--- src/rtl/onehot_scan_encoder_if.sv ---
// Request-vector in / index-beat out bundle for onehot_scan_encoder.
// slave = the encoder, master = the producer/consumer side driving it.
interface onehot_scan_encoder_if #(
  parameter int WIDTH = 8
) ();
  localparam int IDXW = $clog2(WIDTH);

  logic             in_valid;
  logic             in_ready;
  logic [WIDTH-1:0] in_data;
  logic             out_valid;
  logic             out_ready;
  logic [IDXW-1:0]  out_code;
  logic             out_first;
  logic             out_last;
  logic             zero_drop;

  modport slave (
    input  in_valid, in_data, out_ready,
    output in_ready, out_valid, out_code, out_first, out_last, zero_drop
  );

  modport master (
    output in_valid, in_data, out_ready,
    input  in_ready, out_valid, out_code, out_first, out_last, zero_drop
  );
endinterface

--- src/rtl/onehot_scan_encoder.sv ---
// Handshaked scan encoder: takes a WIDTH-bit request vector and emits the
// index of every set bit, one per output beat, lowest-first or highest-first.
// All-zero vectors are swallowed and flagged with a one-cycle zero_drop pulse.
module onehot_scan_encoder #(
  parameter int WIDTH     = 8,
  parameter bit LSB_FIRST = 1'b1
) (
  input  logic                  clk,
  input  logic                  rst_n,
  onehot_scan_encoder_if.slave  bus
);
  localparam int IDXW = $clog2(WIDTH);

  typedef enum logic {IDLE, SCAN} state_e;

  state_e           state_q, state_d;
  logic [WIDTH-1:0] rem_q, rem_d;
  logic             first_q, first_d;
  logic             zdrop_q, zdrop_d;

  logic [IDXW-1:0]  code_c;
  logic             last_c;
  logic             in_scan;

  // Priority pick over the remaining bits. Only indices < WIDTH are visited,
  // so a code >= WIDTH cannot be produced for non-power-of-2 widths.
  if (LSB_FIRST) begin : g_lsb
    // Walk downward so the lowest set bit wins the last assignment.
    always_comb begin
      code_c = '0;
      for (int i = WIDTH - 1; i >= 0; i--)
        if (rem_q[i]) code_c = IDXW'(i);
    end
  end else begin : g_msb
    // Walk upward so the highest set bit wins the last assignment.
    always_comb begin
      code_c = '0;
      for (int i = 0; i < WIDTH; i++)
        if (rem_q[i]) code_c = IDXW'(i);
    end
  end

  // Exactly one bit left means the current beat closes the vector.
  always_comb begin
    last_c = (rem_q != '0) && ((rem_q & (rem_q - WIDTH'(1))) == '0);
  end

  assign in_scan       = (state_q == SCAN);
  assign bus.in_ready  = ~in_scan;
  assign bus.out_valid = in_scan;
  assign bus.out_code  = code_c;
  assign bus.out_first = in_scan & first_q;
  assign bus.out_last  = in_scan & last_c;
  assign bus.zero_drop = zdrop_q;

  // Next-state: accept in IDLE, retire one bit per accepted beat in SCAN.
  always_comb begin
    state_d = state_q;
    rem_d   = rem_q;
    first_d = first_q;
    zdrop_d = 1'b0;
    case (state_q)
      IDLE: begin
        if (bus.in_valid) begin
          if (bus.in_data != '0) begin
            rem_d   = bus.in_data;
            first_d = 1'b1;
            state_d = SCAN;
          end else begin
            zdrop_d = 1'b1;
          end
        end
      end
      SCAN: begin
        if (bus.out_ready) begin
          rem_d   = rem_q & ~(WIDTH'(1) << code_c);
          first_d = 1'b0;
          if (last_c) state_d = IDLE;
        end
      end
      default: state_d = IDLE;
    endcase
  end

  // State registers; reset discards any partially scanned vector.
  always_ff @(posedge clk or negedge rst_n) begin
    if (!rst_n) begin
      state_q <= IDLE;
      rem_q   <= '0;
      first_q <= 1'b0;
      zdrop_q <= 1'b0;
    end else begin
      state_q <= state_d;
      rem_q   <= rem_d;
      first_q <= first_d;
      zdrop_q <= zdrop_d;
    end
  end
endmodule

--- src/flat_wrapper.sv ---
// flat-port wrapper written by rule: the top's interface ports become plain ports
module onehot_scan_encoder_flat 
#(
  parameter int WIDTH     = 8,
  parameter bit LSB_FIRST = 1'b1
)
  (clk, rst_n, bus_in_valid, bus_in_data, bus_out_ready, bus_in_ready, bus_out_valid, bus_out_code, bus_out_first, bus_out_last, bus_zero_drop);
  onehot_scan_encoder_if #(.WIDTH(WIDTH)) bus_i ();
  input  logic clk;
  input  logic rst_n;
  input wire logic [$bits(bus_i.in_valid)-1:0] bus_in_valid;
  input wire logic [$bits(bus_i.in_data)-1:0] bus_in_data;
  input wire logic [$bits(bus_i.out_ready)-1:0] bus_out_ready;
  output wire logic [$bits(bus_i.in_ready)-1:0] bus_in_ready;
  output wire logic [$bits(bus_i.out_valid)-1:0] bus_out_valid;
  output wire logic [$bits(bus_i.out_code)-1:0] bus_out_code;
  output wire logic [$bits(bus_i.out_first)-1:0] bus_out_first;
  output wire logic [$bits(bus_i.out_last)-1:0] bus_out_last;
  output wire logic [$bits(bus_i.zero_drop)-1:0] bus_zero_drop;
  assign bus_i.in_valid = bus_in_valid;
  assign bus_i.in_data = bus_in_data;
  assign bus_i.out_ready = bus_out_ready;
  assign bus_in_ready = bus_i.in_ready;
  assign bus_out_valid = bus_i.out_valid;
  assign bus_out_code = bus_i.out_code;
  assign bus_out_first = bus_i.out_first;
  assign bus_out_last = bus_i.out_last;
  assign bus_zero_drop = bus_i.zero_drop;
  onehot_scan_encoder #(.WIDTH(WIDTH), .LSB_FIRST(LSB_FIRST)) u_core (.clk(clk), .rst_n(rst_n), .bus(bus_i));
endmodule
--- config.mk ---
export PLATFORM = sky130hd
export DESIGN_NAME = onehot_scan_encoder_flat
export DESIGN_NICKNAME = d
export VERILOG_FILES = /design/src/rtl/onehot_scan_encoder_if.sv /design/src/rtl/onehot_scan_encoder.sv /design/src/flat_wrapper.sv
export SDC_FILE = /design/constraint.sdc
export NUM_CORES = 1
export LEC_CHECK = 0
export ABC_AREA = 1
export CORE_MARGIN = 8
export CORE_UTILIZATION = 52
export CTS_BUF_LIST = sky130_fd_sc_hd__clkbuf_8
export CTS_CLUSTER_SIZE = 30
export DETAILED_ROUTE_END_ITERATION = 8
export PLACE_DENSITY = 0.94
export RECOVER_POWER = 25
export SYNTH_ARGS = -nofsm -noshare
export SYNTH_HDL_FRONTEND = slang
export SYNTH_SLANG_ARGS = --single-unit
export TNS_END_PERCENT = 30
--- constraint.sdc ---
create_clock -name clk -period 2.5 [get_ports clk]
set_input_delay 0.25 -clock clk [delete_from_list [all_inputs] [get_ports clk]]
set_output_delay 0.25 -clock clk [all_outputs]
set_load 0.02 [all_outputs]
==> results.yml, run 1 <==
sta:
  min_period_over_period: 0.968
  min_period_ns: 2.42
  setup_violations: 0
  hold_viol_final: 0
  rsz0062_at_grt: "no"
  timing.final.ws_setup_ns: 0.0806
  fmax_ghz: 0.413
  hold_ws_ns: 0.416
  tightest_slew_ns: 0.513
  drv_slew: 0
  tns_ns: 0
  skew_ns: 0.00474
  slew_headroom: 0.657
finish:
  nets: 141
  design_area_um2: 972
  fillers: 96
  post_route_cells_drive_above_1_share: 0.125
  register_area_um2: 275
  fin_util: 0.738
  multi_input_area_um2: 399
  final_cells: 143
  antenna_cells: 0
  area_growth_pct: 32.6
grt:
  grt_usage: 0.156
  grt_remaining_overflow: 0
  grt_pass1_vias: 742
  grt_pass1_wl_mm: 3.33
  grt_max_degree: 15
  antenna_found_initial: 0
setup_path:
  crit_buf_inv: 2
  r2r-end: "u_core.rem_q[4]"
  critPathMostFrequentCell: "nor2_1"
  crit_family: "buffers and inverters"
  cp_max_fo: 14
  worstRegToRegCells: 6
  cp_slowest_cell: "clkdlybuf4s50_1"
  slowest_delay_ns: 0.65
  crit_chain: "inv_4 -> a21oi_1 -> nand2_1 -> nor2_1 -> nand3_1 -> nor2_1 -> clkdlybuf4s50_1"
  end_kind: "output pin"
  worstSetupPathType: "flip-flop to output pin"
  worstSetupStartpointType: "flip-flop"
  r2r_setup_slack_ns: 0.98
  crit_required_ns: 2.25
  crit_arrival_ns: 2.17
  timing.rr.start: "u_core.bus.out_valid"
detailed_routing:
  drt-initial-drc-count: 23
  drcViolationCount: 0
  via_count: 805
  vias_per_cell: 5.63
  drt_wl_total_mm: 2.08
  wl_per_cell_um: 14.5
  antenna_left: 0
  dr.pass1.iters: 4
pwr:
  p_comb_frac: 0.625
  powerDensity_nw_per_um2: 1470
  switching_share: 0.486
  internal_power_uw: 733
  vdd_drop_max_mv: 1.02
  power_frac_seq: 0.250
  cellLeakagePower_nw: 0.465
  power.total_mw: 1.43
  switchingPower_uw: 694
  clkPwrFrac: 0.125
run_status:
  status: "finished clean"
clock_tree:
  clk_latency_ns: 0.24
  cts_hold_buffers: 0
  post_cts_buffers: 0
  clock-sinks: 11
  post_cts_resized: 0
  cts.path.max_buffers: 2
  htreeDepth: 1
  clock-root-buffer: "clkbuf_8"
  cts_tree: "done"
  cts_buffers: 3
  clk_pin_slew_worst_paths_ns: 0.05
floorplan:
  pin_count: 20
  core_region_area_um2: 1320
  chipHeight_um: 53.6
  fp.dieW_um: 53.6
  rows: 13
  dieArea_um2: 2870
  initial_utilization: 0.557
logic_synthesis:
  syn_area_um2: 733
  syn_nets: 119
  synth.avg_cell_area_um2: 6.85
  ys_types: 21
  netlist_instances: 107
  ys_seq_elements: 11
  yosysSeqAreaShare: 0.375
  ys_warn_count: 0
place:
  postPlaceCellArea_um2: 927
  post-dp-hpwl_mm: 1.50
  dp_slack_ns: 0.463
  portBuffers: 19
  gp_congestion: 0.937
  placed_cells: 139
job:
  max_cap_viol_count: 0
worst_hold_path:
  hold_class: "input port to asynchronous set/reset pin"
[synthesized netlist by cell type]
| cell type | count | area, um2 |
|---|---|---|
| nor2_4 | 1 | 11.3 |
| a21oi_2 | 1 | 8.76 |
| inv_4 | 1 | 6.26 |
| o21a_1 | 1 | 7.51 |
| clkbuf_1 | 1 | 3.75 |
| nand4_1 | 1 | 6.26 |
| o21ai_0 | 8 | 40.0 |
| inv_1 | 10 | 37.5 |
| buf_6 | 1 | 11.3 |
| dfrtp_1 | 11 | 275 |
| nand3_1 | 9 | 45.0 |
| nand2_1 | 30 | 113 |
| nand2_2 | 4 | 25.0 |
| nor2_1 | 14 | 52.6 |
| or2_4 | 1 | 8.76 |
| or2_2 | 1 | 6.26 |
| a21oi_1 | 6 | 30.0 |
| o21ai_1 | 1 | 5.00 |
| nor2_2 | 1 | 6.26 |
| a21boi_0 | 1 | 7.51 |
| o21ai_2 | 3 | 26.3 |
[layer usage]
layer	vias up	part of all wire	GRT usage
met2	53	0.46	0.246
met3	5	0.13	0.0634
li1	386	-	-
met1	361	0.40	0.179
met4	0	0.020	0.0798
met5	-	0	0
[flip-flops by register name, indices dropped and copies added, names as in the netlist]
register / count
u_core.bus.out_valid: 1
u_core.bus.zero_drop: 1
u_core.first_q: 1
u_core.rem_q: 8
[layout make-up]
class / count / area share
multi-input combinational: 83 / 0.411
clock inverter: 1 / 0.00386
timing repair buffer: 19 / 0.196
inverter: 11 / 0.0450
tap: 15 / 0.0193
sequential: 11 / 0.283
clock buffer: 3 / 0.0425
[cells by family (layout without fill, tap and decap cells)]
group | after synthesis | count (layout) | synth area share
AND/OR/NAND/NOR | 62 | 62 | 0.374
buffers and inverters | 13 | 34 | 0.0802
AO/OA/AOI/OAI | 21 | 21 | 0.171
flip-flops | 11 | 11 | 0.375
[power groups by stage]
stage | clock [mW] | combinational (mW) | sequential [mW]
2_1_floorplan | 0 | 0.590 | 0.324
3_3_place_gp | 0 | 0.857 | 0.348
3_5_place_dp | 0 | 0.871 | 0.354
4_1_cts | 0.174 | 0.890 | 0.352
5_1_grt | 0.191 | 0.962 | 0.364
6_report | 0.178 | 0.893 | 0.357
[placed cells by master, fill, tap and decap left out, types with 3 or more instances in the layout]
cell type / netlist / final
nand2_1: 30 / 30
clkdlybuf4s50_1: 0 / 18
nor2_1: 14 / 14
inv_1: 10 / 11
dfrtp_1: 11 / 11
nand3_1: 9 / 9
o21ai_0: 8 / 8
a21oi_1: 6 / 6
nand2_2: 4 / 4
o21ai_2: 3 / 3
clkbuf_8: 0 / 3
[how the worst max path moves through the flow]
stage / slack (ns) / depth (start not counted) / start / to
finish: 0.08 / 7 / u_core.bus.out_valid / bus_out_last
global route: 0.004 / 7 / u_core.bus.out_valid / bus_out_last
CTS: 0.14 / 7 / u_core.bus.out_valid / bus_out_last
detailed placement: 0.46 / 7 / u_core.bus.out_valid / bus_out_last
global placement: 0.51 / 7 / u_core.bus.out_valid / bus_out_last
floorplan: 0.91 / 5 / u_core.rem_q[1] / bus_out_last
Note: power is estimated with default switching activity, not from simulation.
==> run 2, diff against run 1 <==
- PLACE_DENSITY: 0.94 -> 0.92
- clock period: 2.5 -> 2.9 ns (I/O delays scaled with it)
==> results.yml, run 2 (same netlist as run 1, synthesis figures left out) <==
grt:
  grt_usage: 0.145
  grt_max_degree: 15
  grt_remaining_overflow: 0
  antenna_found_initial: 0
  grt_pass1_vias: 788
  grt_pass1_wl_mm: 3.26
setup_path:
  cp_slowest_cell: "clkdlybuf4s50_1"
  crit_family: "buffers and inverters"
  end_kind: "output pin"
  timing.rr.start: "u_core.bus.out_valid"
  worstSetupPathType: "flip-flop to output pin"
  critPathMostFrequentCell: "nor2_1"
  cp_max_fo: 14
  worstSetupStartpointType: "flip-flop"
  crit_buf_inv: 2
  worstRegToRegCells: 6
  crit_required_ns: 2.61
  crit_path_end: "bus_out_last"
  cp.depth: 7
  crit_chain: "inv_4 -> a21oi_1 -> nand2_1 -> nor2_1 -> nand3_1 -> nor2_1 -> clkdlybuf4s50_1"
  r2r-end: "u_core.rem_q[3]"
  slowest_delay_ns: 0.62
  crit_start: "u_core.bus.out_valid"
  r2r_setup_slack_ns: 1.41
  crit_arrival_ns: 2.09
clock_tree:
  cts_tree: "done"
  post_cts_resized: 0
  cts_hold_buffers: 0
  clk_latency_ns: 0.23
  htreeDepth: 1
  clock-sinks: 11
  cts_buffers: 3
  post_cts_buffers: 0
  cts.path.max_buffers: 2
  clock-root-buffer: "clkbuf_8"
  clk_pin_slew_worst_paths_ns: 0.05
sta:
  timing.final.ws_setup_ns: 0.516
  min_period_ns: 2.38
  fmax_ghz: 0.420
  tightest_slew_ns: 0.506
  skew_ns: 0.00360
  setup_violations: 0
  slew_headroom: 0.662
  hold_viol_final: 0
  min_period_over_period: 0.822
  tns_ns: 0
  rsz0062_at_grt: "no"
  hold_ws_ns: 0.462
  drv_slew: 0
floorplan:
  fp.dieW_um: 53.6
  chipHeight_um: 53.6
  dieArea_um2: 2870
  core_region_area_um2: 1320
  initial_utilization: 0.557
  pin_count: 20
  rows: 13
pwr:
  p_comb_frac: 0.623
  power.total_mw: 1.21
  power_frac_seq: 0.254
  switchingPower_uw: 576
  vdd_drop_max_mv: 0.604
  switching_share: 0.477
  clkPwrFrac: 0.123
  internal_power_uw: 632
  powerDensity_nw_per_um2: 1240
  cellLeakagePower_nw: 0.465
detailed_routing:
  drcViolationCount: 0
  antenna_left: 0
  vias_per_cell: 5.50
  wl_per_cell_um: 12.7
  drt-initial-drc-count: 46
  via_count: 787
  dr.pass1.iters: 4
  drt_wl_total_mm: 1.81
run_status:
  status: "finished clean"
finish:
  post_route_cells_drive_above_1_share: 0.125
  final_cells: 143
  mostFrequentLayoutCell: "nand2_1"
  regMostFlops: "u_core.rem_q"
  layout_common_cells: "nand2_1, clkdlybuf4s50_1, nor2_1, inv_1, dfrtp_1"
  fillers: 98
  fin_util: 0.738
  antenna_cells: 0
  design_area_um2: 972
  area_growth_pct: 32.6
  register_area_um2: 275
  largest_reg_flops: 8
  multi_input_area_um2: 399
  nets: 141
worst_hold_path:
  hold_class: "input port to asynchronous set/reset pin"
job:
  max_cap_viol_count: 0
place:
  portBuffers: 19
  gp_congestion: 0.904
  dp_slack_ns: 0.827
  postPlaceCellArea_um2: 927
  post-dp-hpwl_mm: 1.45
  placed_cells: 139
## run 2: routing by layer
layer | global-route usage | vias up | wire length [um]
met5 | 0 | - | 0
met4 | 0.0630 | 0 | 26
met3 | 0.0331 | 4 | 155
met2 | 0.234 | 37 | 843
met1 | 0.179 | 359 | 787
li1 | - | 387 | -
## run 2: worst min-delay path by stage
stage	end	slack (ns)
global placement	u_core.first_q	0.47
finish	u_core.rem_q[4]	0.46
global route	u_core.first_q	0.52
floorplan	u_core.bus.out_valid	-0.006
CTS	u_core.rem_q[3]	0.41
detailed placement	u_core.first_q	0.47
## run 2: area by class of cell
cell class | count | share of cell area
timing repair buffer | 19 | 0.196
inverter | 11 | 0.0450
tap | 15 | 0.0193
sequential | 11 | 0.283
clock inverter | 1 | 0.00386
clock buffer | 3 | 0.0425
multi-input combinational | 83 | 0.411
## run 2: power by group through the flow
stage,clock network (mW),logic (mW),registers (mW)
2_1_floorplan,0,0.509,0.279
3_5_place_dp,0,0.751,0.305
3_3_place_gp,0,0.735,0.303
5_1_grt,0.159,0.833,0.317
6_report,0.149,0.752,0.307
4_1_cts,0.148,0.756,0.303
==> run 3, diff against run 2 <==
- CORE_UTILIZATION: 52 -> 44
- PLACE_DENSITY: 0.92 -> 0.84
- clock period: 2.9 -> 2.13 ns (I/O delays scaled with it)
==> results.yml, run 3 (same netlist as run 1, synthesis figures left out) <==
floorplan:
  dieArea_um2: 3230
  initial_utilization: 0.476
  pin_count: 20
  fp.dieW_um: 56.8
  core_region_area_um2: 1540
  rows: 14
  chipHeight_um: 56.8
finish:
  layout_common_cells: "nand2_1, clkdlybuf4s50_1, nor2_1, inv_1, dfrtp_1"
  nets: 142
  final_cells: 145
  post_route_cells_drive_above_1_share: 0.132
  antenna_cells: 0
  fin_util: 0.637
  area_growth_pct: 34.0
  regMostFlops: "u_core.rem_q"
  largest_reg_flops: 8
  fillers: 142
  mostFrequentLayoutCell: "nand2_1"
sta:
  hold_viol_final: 0
  rsz0062_at_grt: "no"
  min_period_ns: 2.00
  fmax_ghz: 0.499
  tightest_slew_ns: 0.537
  setup_violations: 0
  slew_headroom: 0.641
  drv_slew: 0
  skew_ns: 0.00556
  min_period_over_period: 0.940
  tns_ns: 0
clock_tree:
  clock-root-buffer: "clkbuf_8"
  post_cts_buffers: 0
  clock-sinks: 11
  cts_hold_buffers: 0
  clk_latency_ns: 0.24
  cts.path.max_buffers: 2
  htreeDepth: 1
  clk_pin_slew_worst_paths_ns: 0.05
  cts_tree: "done"
  cts_buffers: 3
setup_path:
  cp_max_fo: 6
  crit_required_ns: 1.92
  crit_arrival_ns: 1.79
  worstSetupStartpointType: "flip-flop"
  end_kind: "output pin"
  worstSetupPathType: "flip-flop to output pin"
grt:
  grt_max_degree: 14
  grt_pass1_vias: 766
  antenna_found_initial: 0
  grt_remaining_overflow: 0
  grt_usage: 0.130
  grt_pass1_wl_mm: 3.44
detailed_routing:
  via_count: 768
  drt_wl_total_mm: 1.89
  highest_layer: "met4"
  drt-initial-drc-count: 22
  antenna_left: 0
  vias_per_cell: 5.30
  wl_met2_um: 902
  m1WireLength_um: 826
  wl_per_cell_um: 13.0
  dr.pass1.iters: 4
  drcViolationCount: 0
  wl_met3_um: 121
pwr:
  vdd_drop_max_mv: 0.918
  powerDensity_nw_per_um2: 1660
  power.total_mw: 1.63
  cellLeakagePower_nw: 0.485
worst_hold_path:
  hold_class: "input port to asynchronous set/reset pin"
job:
  max_cap_viol_count: 0
place:
  post-dp-hpwl_mm: 1.50
  placed_cells: 141
  portBuffers: 19
  gp_congestion: 0.905
run_status:
  status: "finished clean"
-- run 3: cell count changes in the layout (fill, tap and decap cells not counted), sizes merged --
cell and change:
buf +1, clkdlybuf4s50 -2, dlygate4sd2 +1, dlymetal6s2s +1
-- run 3: layout make-up --
cell class,instances,area (um2),share of cell area
Inverter,11,43.8,0.0446
Timing Repair Buffer,20,199,0.203
Multi-Input combinational cell,83,399,0.406
Sequential cell,11,275,0.280
Tap cell,16,20.0,0.0204
Clock inverter,1,3.75,0.00382
Clock buffer,3,41.3,0.0420
-- run 3: final timing paths --
path                       depth (start not counted)             from  slack [ns]                    to
max                                                6  u_core.rem_q[6]        0.13       bus_out_code[0]
min                                                1            rst_n        0.39       u_core.rem_q[2]
max reg2reg                                        6  u_core.rem_q[3]        0.83  u_core.bus.out_valid
min reg2reg                                        2   u_core.first_q        0.48        u_core.first_q
max in group asynchronous                          1            rst_n        1.38  u_core.bus.zero_drop
min in group clk                                   2   u_core.first_q        0.48        u_core.first_q
-- run 3: critical path: stages, from the launching register on --
cell and delay (ns):
dfrtp_1 0.43, inv_1 0.11, a21oi_1 0.07, o21ai_0 0.14
a21oi_1 0.09, nor2_1 0.10, clkdlybuf4s50_1 0.61
-- run 3: metrics by stage --
step | cell area (um2) | setup WS (ns) | hold WS [ns]
5_1_grt | 982 | 0.00368 | 0.421
3_5_place_dp | 936 | 0.188 | 0.476
4_1_cts | 980 | 0.0942 | 0.333
2_1_floorplan | 733 | 0.542 | -0.0826
6_report | 982 | 0.127 | 0.389
3_3_place_gp | 936 | 0.208 | 0.464
-- run 3: report_power, final --
| part | switching (mW) | internal, mW | total [mW] |
|---|---|---|---|
| registers | 0.102 | 0.290 | 0.392 |
| logic | 0.602 | 0.429 | 1.03 |
| clock network | 0.0814 | 0.127 | 0.208 |
-- run 3: repair_timing --
| item | in CTS | in global routing |
|---|---|---|
| setup endpoints to repair | 1 | 1 |
| resized for setup | 1 | 1 |
| endpoints found under the hold margin | 0 | 0 |
-- run 3: metal layers --
| layer | global-route usage | vias up |
|---|---|---|
| li1 | - | 387 |
| met1 | 0.151 | 351 |
| met2 | 0.208 | 24 |
| met3 | 0.0539 | 6 |
| met4 | 0.0436 | 0 |
| met5 | 0 | - |
